===== src/rtl/multicycle_control_unit.sv =====
// rtl/multicycle_control_unit.sv - multi-cycle RV32I control FSM
// Sequences fetch/decode/execute/mem/writeback and drives datapath strobes per phase.
module multicycle_control_unit #(
  parameter int MEM_TIMEOUT = 16,
  parameter int ALU_OP_W    = 4
) (
  input  logic                clk,
  input  logic                rst,
  input  logic [31:0]         instruction,
  input  logic                instr_valid,
  input  logic                mem_ready,
  output logic                ifetch_req,
  output logic                ir_write,
  output logic                pc_write,
  output logic                branch,
  output logic                mem_read,
  output logic                mem_write,
  output logic                mem_to_reg,
  output logic                alu_src,
  output logic [ALU_OP_W-1:0] alu_op,
  output logic                reg_write,
  output logic                halted,
  output logic                illegal_instr
);

  typedef enum logic [2:0] {
    S_IDLE, S_FETCH, S_DECODE, S_EXECUTE, S_MEM, S_WRITEBACK, S_HALT, S_TRAP
  } state_t;

  localparam logic [6:0] OP_R      = 7'b0110011;
  localparam logic [6:0] OP_I      = 7'b0010011;
  localparam logic [6:0] OP_LOAD   = 7'b0000011;
  localparam logic [6:0] OP_STORE  = 7'b0100011;
  localparam logic [6:0] OP_BRANCH = 7'b1100011;
  localparam logic [6:0] OP_JAL    = 7'b1101111;
  localparam logic [6:0] OP_JALR   = 7'b1100111;
  localparam logic [6:0] OP_LUI    = 7'b0110111;
  localparam logic [6:0] OP_AUIPC  = 7'b0010111;
  localparam logic [6:0] OP_FENCE  = 7'b0001111;
  localparam logic [6:0] OP_SYSTEM = 7'b1110011;

  localparam logic [31:0] ECALL  = 32'h0000_0073;
  localparam logic [31:0] EBREAK = 32'h0010_0073;

  // Last MEM wait cycle: the counter holds MEM_TIMEOUT-1 during the MEM_TIMEOUT-th cycle.
  localparam logic [7:0] TO_LAST = 8'(MEM_TIMEOUT - 1);

  state_t      state;
  logic [31:0] ir;
  logic [7:0]  to_cnt;

  logic [6:0] opcode;
  logic [2:0] funct3;
  logic [6:0] funct7;
  logic       is_r, is_i, is_load, is_store, is_branch, is_jal, is_jalr;
  logic       is_lui, is_auipc, is_fence, is_system, is_legal;
  logic [3:0] ex_op;

  always_comb begin
    opcode    = ir[6:0];
    funct3    = ir[14:12];
    funct7    = ir[31:25];
    is_r      = (opcode == OP_R);
    is_i      = (opcode == OP_I);
    is_load   = (opcode == OP_LOAD);
    is_store  = (opcode == OP_STORE);
    is_branch = (opcode == OP_BRANCH);
    is_jal    = (opcode == OP_JAL);
    is_jalr   = (opcode == OP_JALR);
    is_lui    = (opcode == OP_LUI);
    is_auipc  = (opcode == OP_AUIPC);
    is_fence  = (opcode == OP_FENCE);
    is_system = (opcode == OP_SYSTEM);
    is_legal  = (is_r && (funct7 == 7'h00 || funct7 == 7'h20)) || is_i || is_load ||
                is_store || is_branch || is_jal || is_jalr || is_lui || is_auipc ||
                is_fence || is_system;
  end

  // ALU operation for EXECUTE; address and link computations all use ADD.
  always_comb begin
    ex_op = 4'd0;
    if (is_r || is_i) begin
      case (funct3)
        3'b000:  ex_op = (is_r && ir[30]) ? 4'd1 : 4'd0;
        3'b001:  ex_op = 4'd2;
        3'b010:  ex_op = 4'd3;
        3'b011:  ex_op = 4'd4;
        3'b100:  ex_op = 4'd5;
        3'b101:  ex_op = ir[30] ? 4'd7 : 4'd6;
        3'b110:  ex_op = 4'd8;
        default: ex_op = 4'd9;
      endcase
    end else if (is_branch) begin
      ex_op = 4'd1;
    end else if (is_lui) begin
      ex_op = 4'd10;
    end
  end

  always_ff @(posedge clk) begin
    if (rst) begin
      state  <= S_IDLE;
      ir     <= 32'd0;
      to_cnt <= 8'd0;
    end else begin
      case (state)
        S_IDLE: state <= S_FETCH;
        S_FETCH: begin
          if (instr_valid) begin
            ir    <= instruction;
            state <= S_DECODE;
          end
        end
        S_DECODE: begin
          if (!is_legal)
            state <= S_TRAP;
          else if (is_system)
            state <= (ir == ECALL || ir == EBREAK) ? S_HALT : S_TRAP;
          else
            state <= S_EXECUTE;
        end
        S_EXECUTE: begin
          if (is_branch || is_fence) begin
            state <= S_FETCH;
          end else if (is_load || is_store) begin
            to_cnt <= 8'd0;
            state  <= S_MEM;
          end else begin
            state <= S_WRITEBACK;
          end
        end
        S_MEM: begin
          // A completion in the final allowed cycle takes priority over the timeout.
          if (mem_ready)
            state <= is_load ? S_WRITEBACK : S_FETCH;
          else if (to_cnt == TO_LAST)
            state <= S_TRAP;
          else
            to_cnt <= to_cnt + 8'd1;
        end
        S_WRITEBACK: state <= S_FETCH;
        S_HALT:      state <= S_HALT;
        S_TRAP:      state <= S_TRAP;
        default:     state <= S_IDLE;
      endcase
    end
  end

  always_comb begin
    ifetch_req    = 1'b0;
    ir_write      = 1'b0;
    pc_write      = 1'b0;
    branch        = 1'b0;
    mem_read      = 1'b0;
    mem_write     = 1'b0;
    mem_to_reg    = 1'b0;
    alu_src       = 1'b0;
    alu_op        = '0;
    reg_write     = 1'b0;
    halted        = 1'b0;
    illegal_instr = 1'b0;
    case (state)
      S_FETCH: begin
        ifetch_req = 1'b1;
        ir_write   = instr_valid;
      end
      S_EXECUTE: begin
        alu_op[3:0] = ex_op;
        alu_src     = is_i || is_load || is_store || is_lui || is_auipc || is_jal || is_jalr;
        branch      = is_branch || is_jal || is_jalr;
        pc_write    = is_branch || is_fence;
      end
      S_MEM: begin
        mem_read  = is_load;
        mem_write = is_store;
        pc_write  = is_store && mem_ready;
      end
      S_WRITEBACK: begin
        reg_write  = (ir[11:7] != 5'd0);
        mem_to_reg = is_load;
        branch     = is_jal || is_jalr;
        pc_write   = 1'b1;
      end
      S_HALT:  halted = 1'b1;
      S_TRAP:  illegal_instr = 1'b1;
      default: ;
    endcase
  end

endmodule


===== config.mk =====
export PLATFORM = sky130hd
export DESIGN_NAME = multicycle_control_unit
export DESIGN_NICKNAME = d
export VERILOG_FILES = /design/src/rtl/multicycle_control_unit.sv
export SDC_FILE = /design/constraint.sdc
export NUM_CORES = 1
export LEC_CHECK = 0
export ABC_AREA = 0
export ABC_CLOCK_PERIOD_IN_PS = 1900
export CORE_MARGIN = 3
export CORE_UTILIZATION = 44
export DETAILED_ROUTE_END_ITERATION = 10
export PLACE_DENSITY = 0.75
export SLEW_MARGIN = 40
export SYNTH_ARGS = -nofsm -noshare
export SYNTH_HDL_FRONTEND = slang
export SYNTH_SLANG_ARGS = --single-unit

===== constraint.sdc =====
create_clock -name clk -period 1.9 [get_ports clk]
set_clock_uncertainty 0.15 [all_clocks]
set_input_delay 0.475 -clock clk [delete_from_list [all_inputs] [get_ports clk]]
set_output_delay 0.475 -clock clk [all_outputs]
set_load 0.05 [all_outputs]

# After elaboration in Yosys (flattened, before gate mapping)
# Index checks and enable logic that the tools add are counted.
op_classes:
  addsub: 1
  n_eq_ne: 34
  mux: 33
  reduce_logical: 36
ops:
  columns: ["cell", "count"]
  rows:
  - ["$eq A32 B21 Y1 const B", 1]
  - ["$eq A32 B7 Y1 const B", 1]
  - ["$mux W8", 4]
  - ["$eq A7 B6 Y1 const B", 4]
  - ["$eq A7 B7 Y1 const B", 4]
  - ["$pmux W4 S7", 1]
  - ["$logic_or A1 B1 Y1", 24]
  - ["$eq A3 B3 Y1 const B", 7]
  - ["$mux W3", 7]
  - ["$pmux W3 S7", 1]
  - ["$mux W4", 4]
  - ["$pmux W8 S2", 1]
  - ["$eq A7 B5 Y1 const B", 2]
  - ["$mux W1", 13]
  - ["$eq A3 B2 Y1 const B", 4]
  - ["$ne A2 B2 Y1 const B", 5]
  - ["$add A8 B1 Y8 const B", 1]
  - ["$eq A8 B4 Y1 const B", 1]
  - ["$eq A7 B2 Y1 const B", 1]
  - ["$eq A7 B4 Y1 const B", 1]
  - ["$logic_not A7 Y1", 1]
  - ["$eq A3 B1 Y1 const B", 2]
  - ["$logic_not A3 Y1", 2]
  - ["$reduce_and A5 Y1", 1]
  - ["8 further kinds", 11]
word_totals:
  regBits: 43
  elab_cells: 107

# Longest topological paths before layout
depth:
  depth_word: 15
  depth_mapped: 7
  mapped_depth_nobuf: 5

# Worst setup path before layout
# OpenSTA, ideal clock, no wires.
synth_timing:
  kind: "reg-to-output"
  start: "register state[2]"
  end: "output port alu_op[2]"
  arrival_ps: 3264
  t_required_ps: 1275
  slack_ps: -1989
  path_stages_with_launch: 4
  n_path_buf: 1
  path_cell_list: "dfxtp_1 > buf_2 > nand3b_1 > a2111oi_0"
synth_via:
  elab_chain_len: 2
synth_rtl:
  columns: ["element", "line", "rtl"]
  rows:
  - ["from (decl)", "48", "state_t state;"]
  - ["from (signal assigned)", "118", "state <= (ir == ECALL || ir == EBREAK) ? S_HALT : S_TRAP;"]
  - ["from (signal assigned)", "135", "state <= is_load ? S_WRITEBACK : S_FETCH;"]
  - ["$eq A3 B2 Y1", "162", "case (state)"]
  - ["$mux W4", "162", null]
  - ["to (decl)", "20", "output logic [ALU_OP_W-1:0] alu_op,"]
# Every way passes these cells.

# Worst setup path after layout
layout_timing:
  start: "register state[0]"
  end: "output port pc_write"
layout_via:
  elab_chain_len: 2
layout_rtl:
  columns: ["element", "line", "rtl"]
  rows:
  - ["$eq A3 B3 Y1 / $eq A3 B2 Y1 (equally long branches)", "162", null]
  - ["$pmux W1 S3 *", "162", null]
  - ["to (decl)", "14", "output logic pc_write,"]
# Every way passes the cells marked *; elsewhere a longest branch is shown, timed or not.

==> impl_metrics.csv <==
group,metric,value,unit
global_routing,grt_pass1_wl,10000,um
worst_hold_path,worstHoldStart,"ir[25]",
global_routing,grt-busiest-layer,"met2",
clock_network,cts_tree,"done",
floorplanning,std_cell_rows,24,
route,first_pass_iters,4,
clock_network,worstSkewPairLatency,0.31,ns
floorplanning,coreArea,4470,um^2
layout,syn2layout_area_growth,75.7,%
sta,setup_ws,-0.516,ns
clock_network,cts_buffer_depth,2,
placement,placed_area,3210,um^2
worst_setup_path,rrSetupSlack,-0.08,ns
clock_network,cts_sinks,42,
worst_setup_path,critPathRequiredTime,1.27,ns
sta,finalSetupTns,-4.94,ns
worst_hold_path,hold_class,"register to register",
route,finalWirelength,7070,um
global_routing,grt_util_met1,28.7,%
sta,fin_crit_sh,127,%
worst_setup_path,regToRegEndpoint,"to_cnt[2]",
worst_setup_path,cp-start-kind,"register",
floorplanning,die_area,5610,um^2
clock_network,cts_root_buf,"clkbuf_8",
yosys,yosys_register_bits,42,
worst_setup_path,critical_path.top_delay_family,"simple AND/OR/NAND/NOR gates",
sta,relSlewSlack,76.4,%
clock_network,cts.htree.levels,2,
worst_setup_path,critPathMaxFanout,3,
worst_setup_path,worst-setup-path-type,"register to output pin",
layout,nFillCells,282,
global_routing,grt-ovfl-total,0,
run_status,status,"finished, violations left",
placement,io_buffers,49,
sta,final_max_slew_viol_count,0,
global_routing,antenna_found_initial,0,
clock_network,cts.clk_slew.worst_paths,0.09,ns
yosys,syn_area,2090,um^2
sta,timing.fmax,0.414,GHz
power_and_ir_drop,cellPowerDensity,646,nW/um^2
worst_hold_path,holdPathEnd,"ir[25]",
worst_setup_path,end_kind,"output pin",
yosys,yosysWarnings,0,
worst_setup_path,worst-path-buf-inv,1,
placement,routabilityCongestion,0.851,
route,num_vias,2389,
global_routing,use_met2,39.7,%
yosys,synth_top_area_cell,"dfxtp_1",
yosys,synthArstFlopShare,0,%
clock_network,ctsHoldBuffers,0,
yosys,syn-num-nets,312,
floorplanning,die_height,74.9,um
route,drc,0,
run_status,violations,"negative setup slack",
worst_setup_path,reg2reg_from,"state[0]",
power_and_ir_drop,power_leakage,0.00133,uW
layout,n_antenna_cell,0,
yosys,synth_top_cell_area_share,40.3,%
placement,post-dp-hpwl,4320,um
worst_setup_path,crit_path_max_incr_delay,0.42,ns
worst_setup_path,cp.arrival,1.79,ns
layout,final_area,3670,um^2
yosys,ys.flop_type,"dfxtp_1",
floorplanning,initial_core_util,46.7,%
floorplanning,fp.dieW,74.9,um
global_routing,grtUsageMet3,6.94,%
yosys,synth_cell_types,48,
global_routing,grt_max_degree,33,
worst_setup_path,worst-r2r-cell-count,7,
layout,nNetsFinal,408,
worst_setup_path,crit_cells,5,
clock_network,numCtsBuffers,5,
yosys,avgSynthCellArea,7.59,um^2
sta,tightest_slew,0.352,ns
sta,rsz0062_at_grt,"yes",
worst_setup_path,crit_slowest_cell,"or3b_4",
yosys,synth_edf_count,0,
run,maxCapViolations,0,
global_routing,grt_usage,23.5,%
layout,layout-drive-gt1-share,38.4,%
sta,min_period,2.42,ns
route,viasPerCell,5.63,
sta,setup_viol,21,
global_routing,first_global_vias,2130,
route,drtIter0Drc,146,
route,routedWlPerCell,16.7,um
worst_setup_path,path_cells,"or3b_4 > nor4_4 > nand2_1 > nand3_2 > buf_12",
sta,hold_viol,0,
route,ant_nets,0,
floorplanning,ios,51,
yosys,synth-seq-area-share,40.3,%
worst_hold_path,holdPathStages,2,
power_and_ir_drop,vdd_drop_max,0.000555,V
yosys,synth_area_leaders,"dfxtp_1 40%, nand2_1 12%, a21oi_1 8.9%",
yosys,netlist_instances,275,
==> registers in the layout, indices dropped and copies added, names as in the netlist <==
signal / cells
to_cnt: 8
ir: 31
state: 3
==> layout make-up <==
type / instances / area [um^2] / share of cell area, %
Clock buffer: 5 / 68.8 / 1.88
Clock inverter: 3 / 28.8 / 0.784
Inverter: 6 / 27.5 / 0.750
Multi-Input combinational cell: 206 / 1440 / 39.2
Sequential cell: 42 / 866 / 23.6
Tap cell: 52 / 65.1 / 1.77
Timing Repair Buffer: 110 / 1180 / 32.1
==> report_power, final <==
group / internal [uW] / switching, uW / total, uW / leakage (uW)
registers: 942 / 54.1 / 996 / 0.000348
clock network: 275 / 372 / 647 / 0.0000506
logic: 368 / 357 / 725 / 0.000934
==> kinds of logic (layout without fill, tap and decap cells) <==
kind of cell / count (synthesis) / count (layout) / synth area share, %
and+or+nand+nor: 132 / 132 / 30.3
AOI/OAI and AO/OA: 66 / 66 / 19.8
DFF: 42 / 42 / 40.3
buffers and inverters: 27 / 124 / 6.05
xor gates and xnor gates: 6 / 6 / 2.52
adders and majority gates: 1 / 1 / 0.599
muxes: 1 / 1 / 0.479
==> how the worst max path moves through the flow <==
stage	endpoint	slack, ns	from
global placement	pc_write	-0.14	ir[5]
CTS	pc_write	-0.45	ir[5]
detailed placement	alu_op[1]	-0.15	ir[3]
global route	pc_write	-0.57	ir[6]
floorplan	pc_write	-0.62	state[0]
finish	pc_write	-0.52	state[0]
==> timing repair <==
action,in CTS,in global routing
setup buffers,9,2
setup endpoints to repair,16,24
resized for setup,42,29
pin swaps,20,10
cloned,0,1
==> per-layer routing <==
metal / routed length [um] / vias up
met5: 0 / -
met4: 279 / 0
met3: 479 / 28
met2: 3560 / 98
met1: 2760 / 1113
li1: - / 1150
==> worst register-to-register path: cells and delay by family (launching register included) <==
family,cells,cell delay [ns]
buffers and inverters,2,0.33
xor gates and xnor gates,1,0.17
AOI/OAI and AO/OA,2,0.34
DFF,1,0.35
and+or+nand+nor,2,0.57
==> metrics by stage <==
stage / power (uW) / utilization (%) / setup WS, ns / hold WS (ns) / instances
2_1_floorplan: 1340 / - / -0.622 / 0.281 / 275
3_3_place_gp: 1580 / 71.8 / -0.142 / 0.287 / 405
3_5_place_dp: 1600 / 71.8 / -0.153 / 0.297 / 405
4_1_cts: 2310 / 78.4 / -0.449 / 0.311 / 421
5_1_grt: 2470 / 82.0 / -0.568 / 0.331 / 424
6_report: 2370 / 82.0 / -0.516 / 0.311 / 424
==> synthesized netlist by cell type, types with 2 or more instances <==
cell       instances
a2111oi_0          3
a211oi_1           2
a21oi_1           37
a31oi_1            4
and2_1             2
and3_1             3
buf_2              8
buf_6              2
clkbuf_1          11
dfxtp_1           42
inv_1              5
nand2_1           69
nand2b_1           2
nand3_1            2
nand3b_1           3
nand4_1            2
nor2_1            22
nor2b_1            2
nor3_1             4
nor3b_1            3
nor4_1             3
o211ai_1           5
o21ai_0            4
or2_2              2
or3_1              2
or4_1              4
xor2_1             6
==> layout by cell type, fill, tap and decap left out, types with 2 or more instances in the layout <==
master            n
clkdlybuf4s50_1  34
nor2b_1           2
dfxtp_4           4
buf_6            14
clkinv_4          2
dfxtp_1          30
or4_1             3
inv_2             2
nor3_2            3
nand3b_1          3
dfxtp_2           8
o21ai_1           2
a21oi_4           3
nor2_2            3
inv_1             3
clkbuf_8          5
nand3_2           2
nor2_4            6
o2111ai_2         2
and2_1            2
nand4_1           2
a21oi_1          34
xor2_1            6
a2111oi_4         2
nor2_1           14
a31oi_1           3
o211ai_1          5
buf_12           17
nand2_2           2
buf_4            45
and3_1            2
nor4_4            2
nand2_1          67
Note: power is estimated with default switching activity, not from simulation.
